--- config.mk ---
export PLATFORM = sky130hd
export DESIGN_NAME = range_stat
export DESIGN_NICKNAME = d
export VERILOG_FILES = /design/src/rtl/bn_pkg.sv /design/src/rtl/range_scale.sv /design/src/rtl/range_stat.sv
export SDC_FILE = /design/constraint.sdc
export NUM_CORES = 1
export LEC_CHECK = 0
export CAP_MARGIN = 20
export CORE_UTILIZATION = 35
export DETAILED_ROUTE_END_ITERATION = 12
export MAX_ROUTING_LAYER = met4
export PLACE_DENSITY = 0.51
export SLEW_MARGIN = 5
export SYNTH_ARGS = -nofsm -noshare
export SYNTH_HDL_FRONTEND = slang
export SYNTH_SLANG_ARGS = --single-unit
--- constraint.sdc ---
create_clock -name clk -period 17.3 [get_ports clk]
set_clock_uncertainty 0.1 [all_clocks]
set_input_delay 3.46 -clock clk [delete_from_list [all_inputs] [get_ports clk]]
set_output_delay 3.46 -clock clk [all_outputs]
set_load 0.02 [all_outputs]
--- src/rtl/bn_pkg.sv ---
// Shared definitions for the batch-statistics blocks: FSM state encoding and
// the fixed-point constants used for the range-based sigma estimate.
package bn_pkg;

  typedef enum logic [1:0] {
    ST_IDLE  = 2'd0,
    ST_ACCUM = 2'd1,
    ST_CALC  = 2'd2,
    ST_DONE  = 2'd3
  } bn_state_e;

  // Fractional bits of the sigma output (downstream divides by stan_dev >> 7).
  localparam int unsigned SIGMA_FRAC_BITS = 7;

  // Smallest sigma ever produced, so that the downstream stan_dev >> 7 is never 0.
  localparam int unsigned STD_MIN = 128;

endpackage

--- src/rtl/range_scale.sv ---
// Combinational conversion of a batch range (max - min) into a sigma estimate:
// range * RANGE_SCALE (Q0.8) with one bit dropped, which leaves 7 fractional
// bits. The result is saturated to the positive signed maximum and clamped
// from below to STD_MIN.
module range_scale
  import bn_pkg::*;
#(
  parameter int unsigned DATA_WIDTH  = 16,
  parameter int unsigned RANGE_SCALE = 89
) (
  input  logic        [DATA_WIDTH:0]   range_i,
  output logic signed [DATA_WIDTH-1:0] sigma_o
);

  localparam int unsigned PW = DATA_WIDTH + 1 + 8;
  localparam logic [7:0]    SCALE_C = 8'(RANGE_SCALE);
  localparam logic [PW-1:0] MAX_C   = PW'({(DATA_WIDTH-1){1'b1}});
  localparam logic [PW-1:0] MIN_C   = PW'(STD_MIN);

  logic [PW-1:0] prod_s;
  logic [PW-1:0] half_s;

  assign prod_s = PW'(range_i) * PW'(SCALE_C);
  assign half_s = prod_s >> 1;

  // Bound the scaled range into [STD_MIN, 2^(DATA_WIDTH-1)-1].
  always_comb begin
    if (half_s > MAX_C) begin
      sigma_o = {1'b0, {(DATA_WIDTH-1){1'b1}}};
    end else if (half_s < MIN_C) begin
      sigma_o = DATA_WIDTH'(STD_MIN);
    end else begin
      sigma_o = DATA_WIDTH'(half_s);
    end
  end

endmodule

--- src/rtl/range_stat.sv ---
// Mini-batch statistics: accumulates MINI_BATCH signed samples, then produces
// the floor mean and a range-based sigma estimate for the normalisation stage.
module range_stat
  import bn_pkg::*;
#(
  parameter int unsigned DATA_WIDTH  = 16,
  parameter int unsigned MINI_BATCH  = 64,
  parameter int unsigned ADDR_WIDTH  = $clog2(MINI_BATCH),
  parameter int unsigned RANGE_SCALE = 89
) (
  input  logic                         clk,
  input  logic                         rst_n,
  input  logic                         start_in,
  input  logic signed [DATA_WIDTH-1:0] x_in,
  input  logic                         x_valid_in,
  output logic                         x_ready_out,
  output logic signed [DATA_WIDTH-1:0] avg_out,
  output logic signed [DATA_WIDTH-1:0] stan_dev_out,
  output logic                         start_bn_tra_out
);

  localparam int unsigned SW = DATA_WIDTH + ADDR_WIDTH;

  bn_state_e                   state_q, state_d;
  logic [ADDR_WIDTH-1:0]       count_q, count_d;
  logic signed [SW-1:0]        sum_q, sum_d;
  logic signed [DATA_WIDTH-1:0] max_q, max_d, min_q, min_d;
  logic signed [DATA_WIDTH-1:0] avg_q, avg_d, std_q, std_d;
  logic                        start_bn_q, start_bn_d;

  logic                        x_ready_s, accept_s, last_s, clear_s, calc_s;
  logic [DATA_WIDTH:0]         range_s;
  logic signed [DATA_WIDTH-1:0] sigma_s;

  // FSM state register.
  always_ff @(posedge clk or negedge rst_n) begin
    if (!rst_n) state_q <= ST_IDLE;
    else        state_q <= state_d;
  end

  // FSM next-state logic; start_in only matters in IDLE and DONE.
  always_comb begin
    state_d = state_q;
    case (state_q)
      ST_IDLE:  if (start_in) state_d = ST_ACCUM; else state_d = ST_IDLE;
      ST_ACCUM: if (last_s)   state_d = ST_CALC;  else state_d = ST_ACCUM;
      ST_CALC:  state_d = ST_DONE;
      ST_DONE:  if (start_in) state_d = ST_ACCUM; else state_d = ST_DONE;
      default:  state_d = ST_IDLE;
    endcase
  end

  // FSM output decode: handshake, batch-clear and compute strobes.
  always_comb begin
    x_ready_s = (state_q == ST_ACCUM);
    clear_s   = start_in && ((state_q == ST_IDLE) || (state_q == ST_DONE));
    calc_s    = (state_q == ST_CALC);
    accept_s  = x_ready_s && x_valid_in;
    last_s    = accept_s && (count_q == ADDR_WIDTH'(MINI_BATCH - 1));
  end

  // Accumulator next state: clear on a new batch, update on each accepted sample.
  always_comb begin
    count_d = count_q;
    sum_d   = sum_q;
    max_d   = max_q;
    min_d   = min_q;
    if (clear_s) begin
      count_d = '0;
      sum_d   = '0;
      max_d   = '0;
      min_d   = '0;
    end else if (accept_s) begin
      count_d = count_q + 1'b1;
      sum_d   = sum_q + $signed({{ADDR_WIDTH{x_in[DATA_WIDTH-1]}}, x_in});
      if (count_q == '0) begin
        max_d = x_in;
        min_d = x_in;
      end else begin
        if (x_in > max_q) max_d = x_in; else max_d = max_q;
        if (x_in < min_q) min_d = x_in; else min_d = min_q;
      end
    end else begin
      count_d = count_q;
    end
  end

  // Accumulator registers.
  always_ff @(posedge clk or negedge rst_n) begin
    if (!rst_n) begin
      count_q <= '0;
      sum_q   <= '0;
      max_q   <= '0;
      min_q   <= '0;
    end else begin
      count_q <= count_d;
      sum_q   <= sum_d;
      max_q   <= max_d;
      min_q   <= min_d;
    end
  end

  // max >= min always holds, so the sign-extended difference is non-negative.
  assign range_s = {max_q[DATA_WIDTH-1], max_q} - {min_q[DATA_WIDTH-1], min_q};

  range_scale #(
    .DATA_WIDTH (DATA_WIDTH),
    .RANGE_SCALE(RANGE_SCALE)
  ) u_range_scale (
    .range_i(range_s),
    .sigma_o(sigma_s)
  );

  // Result next state: capture statistics in CALC; valid flag follows DONE
  // one edge later and drops on the edge that starts a new batch.
  always_comb begin
    avg_d = avg_q;
    std_d = std_q;
    if (calc_s) begin
      avg_d = DATA_WIDTH'(sum_q >>> ADDR_WIDTH);
      std_d = sigma_s;
    end else begin
      avg_d = avg_q;
    end
    start_bn_d = (state_q == ST_DONE) && !start_in;
  end

  // Result registers.
  always_ff @(posedge clk or negedge rst_n) begin
    if (!rst_n) begin
      avg_q      <= '0;
      std_q      <= '0;
      start_bn_q <= 1'b0;
    end else begin
      avg_q      <= avg_d;
      std_q      <= std_d;
      start_bn_q <= start_bn_d;
    end
  end

  assign x_ready_out      = x_ready_s;
  assign avg_out          = avg_q;
  assign stan_dev_out     = std_q;
  assign start_bn_tra_out = start_bn_q;

endmodule

==> run summary, run 1 <==
The CTS buffer count is 9. Worst hold-check path type: reg -> reg. The average routed wire per standard cell is 15.3 um. CTS placed an instance of clkbuf_16 at the clock tree root. The run gives 15,800 um as the placed wire-length estimate. The number of flops mapped to enable cells by yosys works out to 0.

TritonCTS built the clock tree. The number of buffers between clock root and the deepest sink is 2. For the number of standard cells after synthesis, the log shows 960.

Measured against its own limit, the worst slew margin works out to 37.3%. Using the TritonRoute via totals, the vias-per-cell ratio works out to 5.21. Number of global-route vias before repair: 7,140. The post-route minimum period is 7420 ps.

Synthesis inferred 95 register bits. For this run, the top clock speed supported by timing is 0.135 GHz. The most common cell after layout, fill and taps aside was ha_1. Leaving out fill and tap cells, the most frequent cells in the layout are ha_1, inv_1, dfrtp_1. The synthesized netlist occupies a cell area of 8830 um2. The net count of the mapped netlist was 1,146.

The run gives 3 as the CTS H-tree depth. For this run, design rule violations remaining after detail routing come to 0. The final wirelength was 20,300 um; the share of the clock period used by the worst path was 42.9%. The logs give 6,938 for the total vias in the final route and 10,000 um for the detailed-routed wire length on met2. The most instantiated flip-flop cell in the synthesis netlist was dfrtp_1. The number of nets with antenna violations after routing is 0.

The logs give 0 for the total of endpoints with negative setup slack in the final report and 0 for the number of synthesis warnings. The growth of design area from synthesis to finish works out to 13.0%. Wire segments on met3 add up to 420 um in the final route. Clock-pin slew was measured on the worst setup and hold paths at 80 ps. The tools report the setup total negative slack as 0 ps. The largest net degree at the start of global routing is 59. Buffers inserted to repair hold after CTS numbered 0. The max-capacitance violation count was 0. Detailed-route wire length on metal 1: 9680 um. The startpoint type of the worst setup path is a flip-flop. For this run, the post-layout net count is 1,188. At the worst endpoint, the arrival time is 7560 ps. The initial utilization of the core area, before any placement, comes to 36.0%. The largest stage delay on the critical path was 710 ps.

Once routing completed, OpenROAD measured the worst setup slack at 9880 ps. The number of pins with negative max-slew slack in the final report is 0, and the routability congestion estimate is 0.829. The measured slew at the worst slew-check pin is 938 ps, and the overall fraction of global-route tracks in use is 17.0%. The number of buffers added on ports came out at 53.

Launching point of the worst reg2reg path: max_q[0]. Once layout is complete, the utilization of the core stands at 40.7%. The run gives 0 as the number of buffers inserted to repair setup after CTS.

The number of top-level pins is 54. The post-route netlist has 5.46% of its cells at a drive strength greater than 1. STA classifies the critical path endpoint as a flip-flop. Worst hold path startpoint: min_q[10].

Wire length of the first global-routing pass: 34,900 um. The hold violation total from the final report came out at 0. Summed over all layers, the global routing overflow is 0. The layout has 2,566 filler cells. The worst setup path is of the reg -> reg kind. The synthesized netlist contains 69 unique library cells.

At the worst endpoint, the required time is 17,450 ps. The highest metal layer with signal wires is met4. The run gives 0 as the total of cells resized after clock tree synthesis. Measured along the y axis, the die boundary spans 161 um. The share of the Yosys chip area taken by registers is 26.9%. Before CTS, the worst setup slack after placement is 9850 ps. For the sink count of the clock tree, the log shows 95. The critical path launch point is max_q[0]. For the violation count after the first detailed-route iteration, the log shows 338. The proportion of register bits with asynchronous set or reset after synthesis was 100%. Number of antenna violations at the first check in global routing: 0.

The largest individual stage delay along the critical path comes from the cell or4_1. The tightest hold path in the finished design has a slack of 393 ps. In this run the horizontal extent of the chip is 161 um. The flow ran to the end, and the final reports show no timing, DRC or antenna violations.

The area of the core is 24,500 um2, and the first-pass iteration count of the detailed router is 4. The die covers 25,900 um2. The row count is 57.

The diode insertion count for antenna repair is 0, and the latest clock arrival within the worst-skew pair is 360 ps. The average instance in the mapped netlist occupies 9.20 um2. Setup repair after global routing left no endpoint under its margin.

The cell repeated most along the worst path is inv_1. The worst-path maximum fanout works out to 15.
## metal layers
metal | GRT usage [%] | up-vias
li1 | - | 3509
met1 | 21.1 | 3334
met2 | 29.4 | 80
met3 | 2.35 | 15
met4 | 3.22 | 0
met5 | - | -
## cell type report
cell class | count | area [um2] | area share (%)
Sequential cell | 95 | 2380 | 23.8
Timing Repair Buffer | 58 | 566 | 5.67
Multi-Input combinational cell | 701 | 5830 | 58.4
Clock buffer | 9 | 225 | 2.26
Inverter | 137 | 514 | 5.15
Clock inverter | 7 | 67.6 | 0.677
Tap cell | 324 | 405 | 4.06
## Yosys cell counts, types with 5 or more instances
library cell  instances  area (um2)
mux2_2               17         191
o21a_1               10        75.1
nand3_1              14        70.1
ha_1                140        1750
nor3_1               18        90.1
nor2b_1              17         106
and2_1                6        37.5
nand2_1              56         210
a32o_1               31         310
a21o_1               37         278
inv_1               137         514
nor2_1               38         143
nand4_1               9        56.3
fa_1                 26         521
a21oi_1              64         320
a211o_1               5        43.8
a211oi_1             10        75.1
mux2i_1               7        70.1
o22a_1               14         123
xor2_1               24         210
o21ai_0              39         195
a31oi_1               6        37.5
and3_1                8        50.1
xnor2_1              18         158
nand2b_1              9        56.3
clkbuf_1             19        71.3
dfrtp_1              95        2380
or3_1                12        75.1
## worst max-delay path: cells and delay by family (launching register included)
kind	cells	cell delay [ps]
buf+inv	5	240
xor+xnor	1	100
compound gates	12	2750
flops	1	370
simple gates	4	1190
fa+ha+maj	7	2560
## flip-flops by register name, indices dropped and copies added, names as in the netlist
signal,count
sum_q,22
avg_out,16
max_q,16
min_q,16
stan_dev_out,16
count_q,6
state_q,2
start_bn_tra_out,1
## stage by stage
| stage | cells | area [um2] |
|---|---|---|
| finish | 1331 | 9980 |
| global route | 1331 | 9980 |
| CTS | 1331 | 9980 |
| detailed placement | 1315 | 9690 |
| global placement | 1315 | 9690 |
| floorplan | 960 | 8830 |
## worst paths after layout
| check | to | slack (ps) | cells past startpoint |
|---|---|---|---|
| max | stan_dev_out[7] | 9880 | 29 |
| min | min_q[10] | 390 | 1 |
| max reg2reg | stan_dev_out[7] | 9880 | 29 |
| min reg2reg | min_q[10] | 390 | 1 |
| max in group asynchronous | max_q[11] | 12930 | 2 |
| min in group asynchronous | stan_dev_out[13] | 2960 | 1 |
## logic make-up after synthesis
family	share of synthesized area, %
DFF	26.9
buffers and inverters	7.17
muxes	2.96
AOI/OAI and AO/OA	21.0
xor gates and xnor gates	4.16
adders and majority gates	25.7
and+or+nand+nor	12.1
Power of run 1 is left out: the tool's default activity adds up to more than one toggle a clock period on the data nets, which glitch-free logic cannot reach.
==> run 2, diff against run 1 <==
Settings changed: PLACE_DENSITY 0.51 to 0.53.
Clock period 17.3 ns to 6.7 ns, I/O delays scaled along.
==> run summary, run 2 (same netlist as run 1, synthesis figures left out) <==
The CTS H-tree depth came out at 3. The die outline height is 161 um. Adding up every negative setup slack in the final design gives 0 ps. The repair_antennas step left the layout with diodes totalling 0.

After global routing the overflow that remains totals 0. The initial utilization of the core area, before any placement, comes to 36.0%. The tools report the hold violation total from the final report as 0. The run gives 95 as the sink count of the clock tree.

Most common cell after layout, fill and taps aside: ha_1. In this run the core area contains 57 standard-cell rows. TritonCTS built the clock tree.

The logs give 0.157 GHz for the top achievable clock speed and 29.5% for the met2 usage. In the final design database the tool counted 1,232 nets. The worst hold path terminates at min_q[8].

The floorplan step defined a core boundary enclosing 24,500 um2. Start-to-end type of the worst setup path: reg -> reg. During I/O placement, the number of pins put on the boundary was 54.

The die covers 25,900 um2. Ranked by flip-flop count, first place goes to sum_q. For the pin with the worst max-slew slack, the measured transition is 1030 ps.

The met1 routing resource usage after global routing came out at 20.9%. The total vias in the final route was 7,012. Clock-pin slew was measured on the worst setup and hold paths at 70 ps. The startpoint identified for the worst register-to-register timing path is min_q[1]. The tools report the overall fraction of global-route tracks in use as 16.9%. STA classifies the critical path endpoint as a flip-flop. The final wirelength was 20,400 um. The run gives 30.8% as the worst-case headroom to the max-slew limit. The register with the most flip-flops in the layout has 22 of them.

The detailed router finished its first iteration with 261 violations. The largest net degree at the start of global routing came out at 59. After detailed routing, the number of vias per cell comes to 5.10.

The cell sitting at the root of the clock tree is a clkbuf_16. The tools report the slack of the worst reg-to-reg path as 350 ps. The worst-path maximum fanout was 7. In this run the worst hold path is classified as reg -> reg. From synthesis to final layout, the design area changed by 17.6%. The number of global-route vias before repair is 7,280. The met3 track utilization from global routing is 2.30%, and the number of buffers between clock root and the deepest sink is 2. The first global-routing pass estimated 34,900 um of wire.

Input and output buffers added on the ports amount to 53. The fraction of final layout cells sized beyond drive strength 1 is 10.5%. After layout, the worst path uses 94.8% of the clock period. Setup violations remaining at the end of the flow were counted as 0.

The layer with the highest usage is met2. The remaining design rule violation count is 0, and the average routed wire per standard cell is 14.8 um. In this run the horizontal extent of the chip is 161 um. The first-pass iteration count of the detailed router came out at 4.

The cell repeated most along the worst path is ha_1. For the worst flop-to-flop path, the logic depth is 28. The reg-to-reg endpoint is stan_dev_out[1]. The count of nets left with antenna violations once routing finished came out at 0.

The number of antenna violations at the first check in global routing came out at 0. STA classifies the critical path startpoint as a flip-flop. The slowest stage of the critical path is the or4_4 cell. The placed wire-length estimate came out at 15,800 um.

The logs give 0 for the number of pins with negative max-slew slack in the final report and 6490 ps for the data arrival time of the critical path. The count of cells along the worst hold path came out at 1. In this run, CTS created clock tree buffers numbering 9. The post-route minimum period is 6350 ps. The startpoint identified for the worst hold timing path is min_q[8]. The top cell types in the final layout, fill and taps aside, are ha_1, inv_1, dfrtp_1. Setup repair after global routing left no endpoint under its margin. The latest clock arrival within the worst-skew pair came out at 350 ps. Across the run, the number of max-cap violations was 0. The congestion estimate from routability-driven global placement came to 0.809. On the worst path, the slowest cell contributes a delay of 500 ps. At the worst endpoint, the required time is 6840 ps. The flow ran to the end, and the final reports show no timing, DRC or antenna violations.
[run 2: worst max path at each step]
stage	to	slack [ps]	startpoint
6_report	stan_dev_out[1]	350	min_q[1]
5_1_grt	stan_dev_out[6]	0.8	min_q[1]
4_1_cts	stan_dev_out[1]	20	max_q[0]
3_5_place_dp	stan_dev_out[1]	-170	max_q[0]
3_3_place_gp	stan_dev_out[1]	-60	max_q[0]
2_1_floorplan	stan_dev_out[5]	30	max_q[0]
[run 2: area by class of cell]
cell class	count	area, um2
fillers	2490	14100
multi-input cells	701	5880
flip-flops and latches	95	2380
repair buffers	102	907
inverters	137	514
well taps	324	405
clock buffers	10	239
clock inverters	6	63.8
[run 2: critical path, delay by kind of cell, from the launching register on]
kind | cells | cell delay (ps)
AOI/OAI and AO/OA | 11 | 2090
adders and majority gates | 6 | 1880
and+or+nand+nor | 5 | 1150
buffers and inverters | 5 | 480
DFF | 1 | 370
xor gates and xnor gates | 1 | 170
[run 2: metal layers]
metal,part of all wire (%),vias up
li1,-,3594
met1,48,3322
met2,49,87
met3,2.4,9
met4,0.63,0
met5,0,-
[run 2: through the flow]
stage	instance area, um2	instances	hold WS, ps	worst slack [ps]	util, %
2_1_floorplan	8830	960	366	34.8	-
3_3_place_gp	10000	1356	375	-63.9	40.7
3_5_place_dp	10000	1356	382	-169	40.7
4_1_cts	10300	1373	398	24.0	42.0
5_1_grt	10400	1375	403	0.820	42.3
6_report	10400	1375	389	347	42.3
[run 2: timing repair]
item | in CTS | in global routing
pin swaps | 1 | 5
hold buffers | 0 | 0
setup buffers | 1 | 2
setup endpoints to repair | 15 | 15
gates resized for setup | 3 | 18
endpoints found under the hold margin | 0 | 0
Power of run 2 is left out for the same reason.
